==> config.mk <==
export PLATFORM = sky130hd
export DESIGN_NAME = sorcerer_cass_codec
export DESIGN_NICKNAME = d
export VERILOG_FILES = /design/src/rtl/sorcerer_cass_pkg.sv /design/src/rtl/sorcerer_cass_filter.sv /design/src/rtl/sorcerer_cass_codec.sv
export SDC_FILE = /design/constraint.sdc
export NUM_CORES = 1
export LEC_CHECK = 0
export CAP_MARGIN = 5
export CORE_MARGIN = 2
export CORE_UTILIZATION = 50
export DETAILED_ROUTE_END_ITERATION = 8
export MAX_ROUTING_LAYER = met4
export PLACE_DENSITY = 0.7
export SLEW_MARGIN = 20
export SYNTH_ARGS = -nofsm -noshare
export SYNTH_HDL_FRONTEND = slang
export SYNTH_SLANG_ARGS = --single-unit
export TNS_END_PERCENT = 20
==> constraint.sdc <==
create_clock -name CLK12 -period 4.7 [get_ports CLK12]
set_clock_uncertainty 0.05 [all_clocks]
set_input_delay 0.94 -clock CLK12 [delete_from_list [all_inputs] [get_ports CLK12]]
set_output_delay 0.94 -clock CLK12 [all_outputs]
set_load 0.01 [all_outputs]
==> src/rtl/sorcerer_cass_pkg.sv <==
// Shared types and default tick constants for the Sorcerer Kansas City Standard cassette codec.
package sorcerer_cass_pkg;

    typedef enum logic {IDLE, TONE} enc_state_e;

    typedef enum logic [1:0] {SHORT, LONG, GLITCH, OVERLONG} half_cls_e;

    localparam int DEF_HALF1    = 417;
    localparam int DEF_HALF0    = 833;
    localparam int DEF_MIN_HALF = 150;
    localparam int DEF_THRESH   = 625;
    localparam int DEF_MAX_HALF = 1000;

    // Per-source contribution to the speaker monitor mix.
    localparam logic [13:0] AUDIO_LVL = 14'h0800;

endpackage

==> src/rtl/sorcerer_cass_filter.sv <==
// Cassette input conditioning: 2-flop synchroniser, FILT_LEN-sample CEN2 glitch filter, edge strobe.
// edge_stb is asserted in the CEN2 cycle that commits a new filtered level; no backpressure.
module sorcerer_cass_filter #(
    parameter int FILT_LEN = 4
) (
    input  logic CLK12,
    input  logic RESET,
    input  logic CEN2,
    input  logic cass_in,
    output logic filt,
    output logic edge_stb
);
    logic [1:0] sync;
    logic [3:0] diff_cnt;
    logic       samp;

    assign samp     = sync[1];
    assign edge_stb = CEN2 && (samp != filt) && (diff_cnt == 4'(FILT_LEN - 1));

    always_ff @(posedge CLK12) begin
        if (RESET) begin
            sync     <= '0;
            diff_cnt <= '0;
            filt     <= 1'b0;
        end else begin
            sync <= {sync[0], cass_in};
            if (CEN2) begin
                // Any sample matching the current level restarts the run of differing samples.
                if (samp == filt) begin
                    diff_cnt <= '0;
                end else if (edge_stb) begin
                    filt     <= samp;
                    diff_cnt <= '0;
                end else begin
                    diff_cnt <= diff_cnt + 4'd1;
                end
            end
        end
    end

endmodule

==> src/rtl/sorcerer_cass_codec.sv <==
// Kansas City Standard cassette codec: FSK encoder, half-period decoder, carrier detect, motor relay.
// Decode results appear one CLK12 after the committing CEN2 sample; no backpressure. Define CASS_AUDIO_EN for AUDIO_MON.
module sorcerer_cass_codec
    import sorcerer_cass_pkg::*;
#(
    parameter int CW        = 10,
    parameter int HALF1     = DEF_HALF1,
    parameter int HALF0     = DEF_HALF0,
    parameter int MIN_HALF  = DEF_MIN_HALF,
    parameter int THRESH    = DEF_THRESH,
    parameter int MAX_HALF  = DEF_MAX_HALF,
    parameter int FILT_LEN  = 4,
    parameter int CARRIER_N = 8
) (
    input  logic        CLK12,
    input  logic        RESET,
    input  logic        CEN2,
    input  logic        CASS_IN,
    input  logic        TX_EN,
    input  logic        TX_BIT,
    input  logic [1:0]  MOTOR,
`ifdef CASS_AUDIO_EN
    output logic [13:0] AUDIO_MON,
`endif
    output logic        CASS_OUT,
    output logic        CASS_CTRL,
    output logic        RX_BIT,
    output logic        RX_STB,
    output logic        CARRIER,
    output logic        ERR
);
    localparam int RW = $clog2(CARRIER_N + 1);
    localparam logic [CW-1:0] C_MIN    = CW'(MIN_HALF);
    localparam logic [CW-1:0] C_THR    = CW'(THRESH);
    localparam logic [CW-1:0] C_MAX    = CW'(MAX_HALF);
    localparam logic [CW-1:0] C_TO     = CW'(MAX_HALF + 1);
    localparam logic [CW-1:0] C_H1     = CW'(HALF1);
    localparam logic [CW-1:0] C_H0     = CW'(HALF0);
    localparam logic [RW-1:0] RUN_FULL = RW'(CARRIER_N);

    logic filt;
    logic edge_stb;

    sorcerer_cass_filter #(.FILT_LEN(FILT_LEN)) u_filter (
        .CLK12    (CLK12),
        .RESET    (RESET),
        .CEN2     (CEN2),
        .cass_in  (CASS_IN),
        .filt     (filt),
        .edge_stb (edge_stb)
    );

    logic [CW-1:0] icnt;
    logic [RW-1:0] run;
    logic          to_seen;
    logic          timeout;
    half_cls_e     cls;

    always_comb begin
        if (icnt < C_MIN)       cls = GLITCH;
        else if (icnt < C_THR)  cls = SHORT;
        else if (icnt <= C_MAX) cls = LONG;
        else                    cls = OVERLONG;
    end

    // to_seen limits the timeout to one event per silence; the next edge re-arms it.
    assign timeout = (icnt == C_TO) && !to_seen;
    assign CARRIER = (run == RUN_FULL);

    always_ff @(posedge CLK12) begin
        if (RESET) begin
            icnt      <= '0;
            run       <= '0;
            to_seen   <= 1'b0;
            RX_BIT    <= 1'b1;
            RX_STB    <= 1'b0;
            ERR       <= 1'b0;
            CASS_CTRL <= 1'b0;
        end else begin
            CASS_CTRL <= |MOTOR;
            RX_STB    <= 1'b0;
            ERR       <= 1'b0;
            if (edge_stb) begin
                icnt    <= '0;
                to_seen <= 1'b0;
                unique case (cls)
                    SHORT, LONG: begin
                        RX_BIT <= (cls == SHORT);
                        RX_STB <= 1'b1;
                        if (run != RUN_FULL) run <= run + RW'(1);
                    end
                    GLITCH, OVERLONG: begin
                        ERR <= 1'b1;
                        run <= '0;
                    end
                endcase
            end else begin
                if (CEN2 && icnt != '1) icnt <= icnt + CW'(1);
                if (timeout) begin
                    to_seen <= 1'b1;
                    run     <= '0;
                    RX_BIT  <= 1'b1;
                end
            end
        end
    end

    enc_state_e    state;
    logic [CW-1:0] hcnt;
    logic [CW-1:0] hlen;

    always_ff @(posedge CLK12) begin
        if (RESET) begin
            state    <= IDLE;
            hcnt     <= '0;
            hlen     <= C_H0;
            CASS_OUT <= 1'b0;
        end else if (CEN2) begin
            unique case (state)
                IDLE: begin
                    if (TX_EN) begin
                        CASS_OUT <= 1'b1;
                        hcnt     <= '0;
                        hlen     <= TX_BIT ? C_H1 : C_H0;
                        state    <= TONE;
                    end
                end
                TONE: begin
                    if (!TX_EN) begin
                        CASS_OUT <= 1'b0;
                        state    <= IDLE;
                    end else if (hcnt == hlen - CW'(1)) begin
                        // TX_BIT is only sampled here, keeping the tone phase-continuous.
                        CASS_OUT <= ~CASS_OUT;
                        hcnt     <= '0;
                        hlen     <= TX_BIT ? C_H1 : C_H0;
                    end else begin
                        hcnt <= hcnt + CW'(1);
                    end
                end
            endcase
        end
    end

`ifdef CASS_AUDIO_EN
    always_ff @(posedge CLK12) begin
        if (RESET) AUDIO_MON <= '0;
        else       AUDIO_MON <= (filt ? AUDIO_LVL : 14'h0) + (CASS_OUT ? AUDIO_LVL : 14'h0);
    end
`endif

endmodule

==> results of run 1 <==
[registers in the layout, indices dropped and copies added (netlist names)]
| signal | flops |
|---|---|
| hlen | 2 |
| ERR | 1 |
| RX_BIT | 1 |
| state | 1 |
| u_filter.diff_cnt | 4 |
| icnt | 10 |
| CASS_OUT | 1 |
| run | 4 |
| to_seen | 1 |
| u_filter.filt | 1 |
| RX_STB | 1 |
| u_filter.sync | 2 |
| hcnt | 10 |
| CASS_CTRL | 1 |
[power groups by stage]
stage / logic (W) / registers, W / clock network (W)
floorplan: 0.0000285 / 0.000359 / 0
global placement: 0.0000404 / 0.000360 / 0
detailed placement: 0.0000405 / 0.000360 / 0
CTS: 0.0000410 / 0.000352 / 0.000288
global route: 0.0000456 / 0.000353 / 0.000299
finish: 0.0000406 / 0.000352 / 0.000276
[worst paths after layout]
path	startpoint	endpoint	slack [ns]
max	CEN2	hcnt[9]$_SDFFE_PP0P_	1.99
min	u_filter.sync[0]$_SDFF_PP0_	u_filter.sync[1]$_SDFF_PP0_	0.39
max reg2reg	u_filter.diff_cnt[0]$_SDFFE_PP0P_	run[2]$_SDFFE_PP0P_	2.80
min reg2reg	u_filter.sync[0]$_SDFF_PP0_	u_filter.sync[1]$_SDFF_PP0_	0.39
[cells in the mapped netlist, types with 4 or more instances]
cell     number  area share, %
dfxtp_1      40             41
nor2_1       32            6.1
nand2_1      22            4.2
inv_1        12            2.3
a21oi_1      10            2.5
nand3_1      10            2.5
xor2_1        9            4.0
ha_1          8            5.1
xnor2_1       7            3.1
a31oi_1       5            1.6
and3_1        5            1.6
nand4_1       5            1.6
nor3_1        5            1.3
o21ai_0       4            1.0
[area by class of cell]
type	count	area (µm²)
Fill cell	348	1500
Multi-Input combinational cell	167	1070
Sequential cell	40	801
Timing Repair Buffer	13	130
Clock buffer	5	68.8
Tap cell	48	60.1
Inverter	12	45.0
Clock inverter	3	42.5
[per-layer routing]
| layer | vias to the layer above | routed length [µm] |
|---|---|---|
| met4 | 0 | 42 |
| met3 | 5 | 133 |
| met1 | 685 | 1670 |
| met2 | 25 | 1610 |
| met5 | - | 0 |
| li1 | 811 | - |
[through the flow]
| step | cell area (µm²) | total power [W] | hold slack (ns) | setup slack (ns) |
|---|---|---|---|---|
| 2_1_floorplan | 1970 | 0.000387 | 0.364 | 2.65 |
| 3_3_place_gp | 2110 | 0.000400 | 0.371 | 1.75 |
| 3_5_place_dp | 2110 | 0.000400 | 0.375 | 1.73 |
| 4_1_cts | 2220 | 0.000681 | 0.393 | 2.03 |
| 5_1_grt | 2220 | 0.000697 | 0.423 | 1.80 |
| 6_report | 2220 | 0.000668 | 0.391 | 1.99 |
[kinds of logic after synthesis]
logic type / Yosys count / share of synthesized area (%)
AOI/OAI and AO/OA: 35 / 12.1
adders and majority gates: 8 / 5.08
DFF: 40 / 40.7
and+or+nand+nor: 104 / 27.6
xor gates and xnor gates: 17 / 7.94
muxes: 3 / 1.59
buffers and inverters: 18 / 5.02
==> flow_summary.ini, run 1 <==
[outcome]
status = finished, final reports clean

[placed_design]
numPortBuffers = 13
dp_hpwl_um = 2420
globalplace.congestion = 0.897
placed_cells = 280

[drt]
drtIter0Drc = 121
drt_wl_total_um = 3460
vias_per_cell = 5.30
drc = 0
routedWlPerCell_um = 12.0
via_count = 1526
antenna_left = 0
drt_pre_antenna_iters = 4

[grt]
grt_util_met3_pct = 5.57
gr-usage-met1_pct = 22.3
grt_busiest_layer = met2
antenna_found_initial = 0
grt_overflow = 0
grt_usage_pct = 18.0
first_global_vias = 1386
grt_pass1_wl_um = 5990
grt_use_met2_pct = 28.4
grt_max_degree = 20

[sta]
fin_crit_sh_pct = 57.7
drv_slew = 0
fmax_mhz = 369
hold_viol_final = 0
setup_viol = 0
finalSetupTns_ns = 0
tightest_slew_ns = 0.696
finalCriticalPeriod_ns = 2.71
rsz0062_at_grt = false
relSlewSlack_pct = 53.5

[worst_setup_path]
cp_max_fo = 18
slowest_delay_ns = 0.87
r2r_cells = 6
crit_family = simple AND/OR/NAND/NOR gates
slowest_stage = clkdlybuf4s50_1
cp-start-kind = primary input
required_ns = 4.82
cp_data_arrival_time_ns = 2.83
cp-end-kind = register
crit_chain = clkdlybuf4s50_1, and2_0, nand4_1, nor3_1, xnor2_1, nor2_1
crit_type = in2reg
path_buf_inv = 1
cp.depth = 6

[cts]
cts-hold-fix-buffers = 0
htreeDepth = 2
cts_setup_buffers = 0
root_buffer = clkbuf_8
clockBufferDepth = 2
clk_latency_ns = 0.29
clk_pin_slew_ns = 0.07
clkSinkCount = 40
cts_resized = 0
cts_tree = yes
numCtsBuffers = 5

[layout]
layout-drive-gt1-share_pct = 7.08
fin_util_pct = 59.7
diodes = 0
area_growth_pct = 12.6
final_common_cell = dfxtp_1
final_cell_count_no_fill = 288
layout_common_cells = dfxtp_1, nor2_1, nand2_1
final_nets = 255

[logic_synthesis]
syn_inst = 225
synth_cell_types = 50
syn-cell-area_um2 = 1970
synth-edff-count = 0
synthFlopType = dfxtp_1
syn-mean-instance-area_um2 = 8.75
synth-async-reset-ratio_pct = 0
seq_area_frac_synth_pct = 40.7
synth_fp_nets = 241
yosysWarnings = 0
ys_ff_latch = 40

[floorplanning]
rows = 22
die_w_um = 66.8
pin_count = 14
die_h_um = 66.8
start_util_pct = 53.0
coreArea_um2 = 3720
die-area_um2 = 4460

[pwr]
ir_worst_vdd_uv = 181
p_leak_nw = 0.815
p_sw_share_pct = 22.0
combPwrFrac_pct = 6.1
internal_power_w = 0.000521
clock_power_share_pct = 41.3
power_density_nw_per_um2 = 302
seqPwrFrac_pct = 52.6
power_switching_w = 0.000147

[worst_hold_path]
hold_depth = 1
min_path_type = reg2reg

[run]
maxCapViolations = 0
Power figures use the tool's default switching activity.
==> inputs of run 2 (changes only) <==
==> constraint.sdc (replaced) <==
create_clock -name CLK12 -period 2.8 [get_ports CLK12]
set_clock_uncertainty 0.05 [all_clocks]
set_input_delay 0.56 -clock CLK12 [delete_from_list [all_inputs] [get_ports CLK12]]
set_output_delay 0.56 -clock CLK12 [all_outputs]
set_load 0.01 [all_outputs]
==> run 2 against run 1 <==
Critical path depth down 1. Global-route usage is 0.12 points higher. Sequential power up 68%. Hold slack improved by 0.0031 ns. Non-clock buffer count up 2. Register-to-register slack worse by 1.9 ns. Final area decreased by 0.28%. Utilization fell by 0.17 points. Count of clock-buffer cells in the layout increased by 3. Critical endpoint is now CARRIER.
==> flow_summary.ini, run 2 (synthesized netlist as in run 1, its figures left out) <==
[outcome]
status = finished, final reports clean

[cts]
clkSinkCount = 40
htreeDepth = 2
root_buffer = clkbuf_8
cts_setup_buffers = 0
cts_resized = 0
clockBufferDepth = 2
clk_latency_ns = 0.28
cts-hold-fix-buffers = 0
clk_pin_slew_ns = 0.07
cts_tree = yes
numCtsBuffers = 5

[grt]
grt_overflow = 0
antenna_found_initial = 0
grt_pass1_wl_um = 6120
first_global_vias = 1411
grt_usage_pct = 18.2
grt_max_degree = 12

[floorplanning]
rows = 22
die_h_um = 66.8
start_util_pct = 53.0
coreArea_um2 = 3720
pin_count = 14
die-area_um2 = 4460
die_w_um = 66.8

[sta]
hold_ws_ns = 0.394
rsz0062_at_grt = false
tightest_slew_ns = 0.437
hold_viol_final = 0
finalSetupTns_ns = 0
fmax_mhz = 439
finalCriticalPeriod_ns = 2.28
setup_viol = 0
fin_crit_sh_pct = 81.3
fin_ws_ns = 0.523
drv_slew = 0
relSlewSlack_pct = 70.6

[drt]
drtIter0Drc = 109
vias_per_cell = 5.40
drt_wl_total_um = 3470
routedWlPerCell_um = 12.0
drc = 0
via_count = 1566
drt_pre_antenna_iters = 4
antenna_left = 0

[worst_setup_path]
slowest_stage = clkdlybuf4s50_1
crit_chain = inv_1, ha_1, nand3b_1, inv_1, clkdlybuf4s50_1
crit_type = reg2out
required_ns = 2.19
reg2reg_to = run[2]$_SDFFE_PP0P_
crit_family = buffers and inverters
cp_max_fo = 5
cp_data_arrival_time_ns = 1.67
r2r_slack_ns = 0.90
path_buf_inv = 3
cp-start-kind = register
r2r_cells = 6
cp-end-kind = primary output
path_common_cell = inv_1
r2r-start = u_filter.diff_cnt[0]$_SDFFE_PP0P_
slowest_delay_ns = 0.48

[pwr]
power_density_nw_per_um2 = 475
ir_worst_vdd_uv = 397
total_power_w = 0.00105
p_leak_nw = 0.816

[worst_hold_path]
min_path_type = reg2reg
hold_depth = 1
hold_path_startpoint = u_filter.sync[0]$_SDFF_PP0_
min_to = u_filter.sync[1]$_SDFF_PP0_

[placed_design]
globalplace.congestion = 0.848
dp_hpwl_um = 2480
place_ws_ns = 0.343
numPortBuffers = 13

[layout]
diodes = 0
area_growth_pct = 12.3
final_common_cell = dfxtp_1
final_nets = 257
layout-drive-gt1-share_pct = 7.02
layout_common_cells = dfxtp_1, nor2_1, nand2_1
nFillCells = 344
reg_top3 = hcnt (10), icnt (10)

[run]
maxCapViolations = 0
run 2: changes by cell type in the layout (fill, tap and decap cells not counted):
| cell | previous run | this run |
|---|---|---|
| clkbuf_1 | 0 | 2 |
| clkinv_2 | 1 | 0 |
| buf_4 | 0 | 2 |
| clkbuf_8 | 5 | 6 |
| bufinv_16 | 1 | 0 |
| clkinvlp_4 | 1 | 0 |
run 2: worst max-delay path by stage:
stage / depth (start not counted) / slack [ns] / endpoint / startpoint
floorplan: 7 / 1.10 / hlen[6]$_SDFFE_PP1P_ / hcnt[0]$_SDFFE_PP0P_
global placement: 6 / 0.41 / hcnt[9]$_SDFFE_PP0P_ / CEN2
detailed placement: 6 / 0.34 / hcnt[9]$_SDFFE_PP0P_ / CEN2
CTS: 5 / 0.51 / CARRIER / run[0]$_SDFFE_PP0P_
global route: 5 / 0.42 / CARRIER / run[0]$_SDFFE_PP0P_
finish: 5 / 0.52 / CARRIER / run[0]$_SDFFE_PP0P_
run 2: final cells by class:
| class | instances | area, µm² | area share [%] |
|---|---|---|---|
| Multi-Input combinational cell | 167 | 1070 | 48.4 |
| Clock buffer | 8 | 90.1 | 4.07 |
| Timing Repair Buffer | 15 | 145 | 6.56 |
| Inverter | 12 | 45.0 | 2.04 |
| Sequential cell | 40 | 801 | 36.2 |
| Tap cell | 48 | 60.1 | 2.72 |
run 2: per-stage QoR:
step | utilization [%] | cell area [µm²] | instances
2_1_floorplan | - | 1970 | 225
3_3_place_gp | 57.1 | 2120 | 282
3_5_place_dp | 57.1 | 2120 | 282
4_1_cts | 59.5 | 2210 | 290
5_1_grt | 59.5 | 2210 | 290
6_report | 59.5 | 2210 | 290
run 2: where the power goes:
group	switching [W]	total, W	internal (W)
combinational	0.0000364	0.0000700	0.0000336
clock	0.000188	0.000389	0.000201
sequential	0.0000110	0.000590	0.000579
run 2: metal layers:
metal / up-vias / global-route usage, % / part of all wire, %
met1: 728 / 23.4 / 50
met4: 0 / 4.59 / 0.72
met3: 4 / 4.56 / 3.2
met5: - / - / 0
met2: 18 / 28.6 / 46
li1: 816 / - / -
==> inputs of run 3 (changes only) <==
==> constraint.sdc (replaced) <==
create_clock -name CLK12 -period 2.3 [get_ports CLK12]
set_clock_uncertainty 0.05 [all_clocks]
set_input_delay 0.46 -clock CLK12 [delete_from_list [all_inputs] [get_ports CLK12]]
set_output_delay 0.46 -clock CLK12 [all_outputs]
set_load 0.01 [all_outputs]
==> run 3 against run 2 <==
Total power grew 25%. Critical path depth unchanged. Worst setup slack got worse by 0.39 ns. Clock power rose by 29%. Sequential share of layout area shrank 0.94 points. Flip-flop and latch count unchanged.
==> flow_summary.ini, run 3 (synthesized netlist as in run 1, its figures left out) <==
[outcome]
status = finished, final reports clean

[grt]
antenna_found_initial = 0
grt_overflow = 0
grt_usage_pct = 19.1
first_global_vias = 1408
grt_max_degree = 12
grt_pass1_wl_um = 6170

[worst_setup_path]
cp-start-kind = register
slowest_stage = clkdlybuf4s50_1
path_buf_inv = 3
r2r_cells = 6
path_common_cell = inv_1
startpoint = run[0]$_SDFFE_PP0P_
r2r_slack_ns = 0.37
cp-end-kind = primary output
crit_chain = inv_1, ha_1, nand3b_1, inv_1, clkdlybuf4s50_1
required_ns = 1.79
crit_type = reg2out
cp_max_fo = 4
crit_family = buffers and inverters
cp_data_arrival_time_ns = 1.66
r2r-start = u_filter.diff_cnt[0]$_SDFFE_PP0P_
slowest_delay_ns = 0.48
cp.depth = 5
reg2reg_to = run[2]$_SDFFE_PP0P_

[cts]
cts_resized = 0
root_buffer = clkbuf_8
htreeDepth = 2
cts_tree = yes
clk_latency_ns = 0.29
clockBufferDepth = 2
clkSinkCount = 40
cts-hold-fix-buffers = 0
clk_pin_slew_ns = 0.07
numCtsBuffers = 5

[layout]
layout_common_cells = dfxtp_1, nor2_1, nand2_1
area_growth_pct = 15.2
layout-drive-gt1-share_pct = 10.1
reg_top3 = hcnt (10), icnt (10)
final_nets = 264
final_area_um2 = 2270
final_common_cell = dfxtp_1
diodes = 0
fin_util_pct = 61.1

[drt]
routedWlPerCell_um = 12.1
drt_pre_antenna_iters = 4
antenna_left = 0
vias_per_cell = 5.27
drtIter0Drc = 81
drc = 0
drt_wl_total_um = 3590
via_count = 1560

[sta]
rsz0062_at_grt = false
setup_viol = 0
fin_crit_sh_pct = 94.2
finalCriticalPeriod_ns = 2.17
tightest_slew_ns = 0.477
hold_viol_final = 0
drv_slew = 0
fmax_mhz = 461
relSlewSlack_pct = 68.1
finalSetupTns_ns = 0

[placed_design]
globalplace.congestion = 0.869
numPortBuffers = 13
dp_hpwl_um = 2520
place_area_um2 = 2160

[worst_hold_path]
hold_depth = 2
hold_path_startpoint = to_seen$_SDFFE_PP0P_
min_path_type = reg2reg
min_to = to_seen$_SDFFE_PP0P_

[run]
maxCapViolations = 0

[pwr]
power_density_nw_per_um2 = 579
ir_worst_vdd_uv = 289
p_leak_nw = 0.854

[floorplanning]
die_h_um = 66.8
pin_count = 14
die_w_um = 66.8
start_util_pct = 53.0
coreArea_um2 = 3720
rows = 22
die-area_um2 = 4460
run 3: cell types whose count changed in the layout (fill, tap and decap cells not counted):
cell,delta
clkbuf_8,+1
buf_4,+7
clkbuf_1,-2
run 3: through the flow:
stage / power [W] / std cells / setup slack (ns) / hold WS (ns)
floorplan: 0.000791 / 225 / 0.596 / 0.364
CTS: 0.00133 / 294 / 0.0947 / 0.402
detailed placement: 0.000827 / 287 / 0.146 / 0.394
global placement: 0.000826 / 287 / 0.160 / 0.388
global route: 0.00137 / 296 / 0.0239 / 0.431
finish: 0.00131 / 296 / 0.133 / 0.406
run 3: timing repair:
item | in CTS | in global routing
endpoints found under the setup margin | 0 | 1
hold endpoints to repair | 0 | 0
buffers inserted | 0 | 2
run 3: how the worst max path moves through the flow:
stage	to	slack (ns)
2_1_floorplan	hlen[6]$_SDFFE_PP1P_	0.60
3_3_place_gp	hcnt[9]$_SDFFE_PP0P_	0.16
3_5_place_dp	hcnt[9]$_SDFFE_PP0P_	0.15
4_1_cts	CARRIER	0.09
5_1_grt	CARRIER	0.02
6_report	CARRIER	0.13
run 3: where the power goes:
part | leakage (nW) | internal [W] | switching (W)
clock network | 0.0503 | 0.000267 | 0.000235
logic | 0.479 | 0.0000455 | 0.0000466
registers | 0.324 | 0.000705 | 0.0000135
total | 0.854 | 0.00102 | 0.000295
run 3: cell type report:
type | instances | area (µm²)
well taps | 48 | 60.1
multi-input cells | 167 | 1070
repair buffers | 22 | 198
clock buffers | 7 | 96.3
inverters | 12 | 45.0
flip-flops and latches | 40 | 801
fillers | 335 | 1450
run 3: worst min-delay path, stage by stage (launching register included):
cell and delay [ns]:
dfxtp_1 0.31, inv_1 0.05, a21oi_1 0.05
run 3: metal layers:
layer  up-vias  wire length (µm)  GRT usage [%]
li1        831                 -              -
met1       700              1820           23.7
met2        22              1580           27.8
met3         7               119           5.57
met4         0                78           11.0
met5         -                 0              -
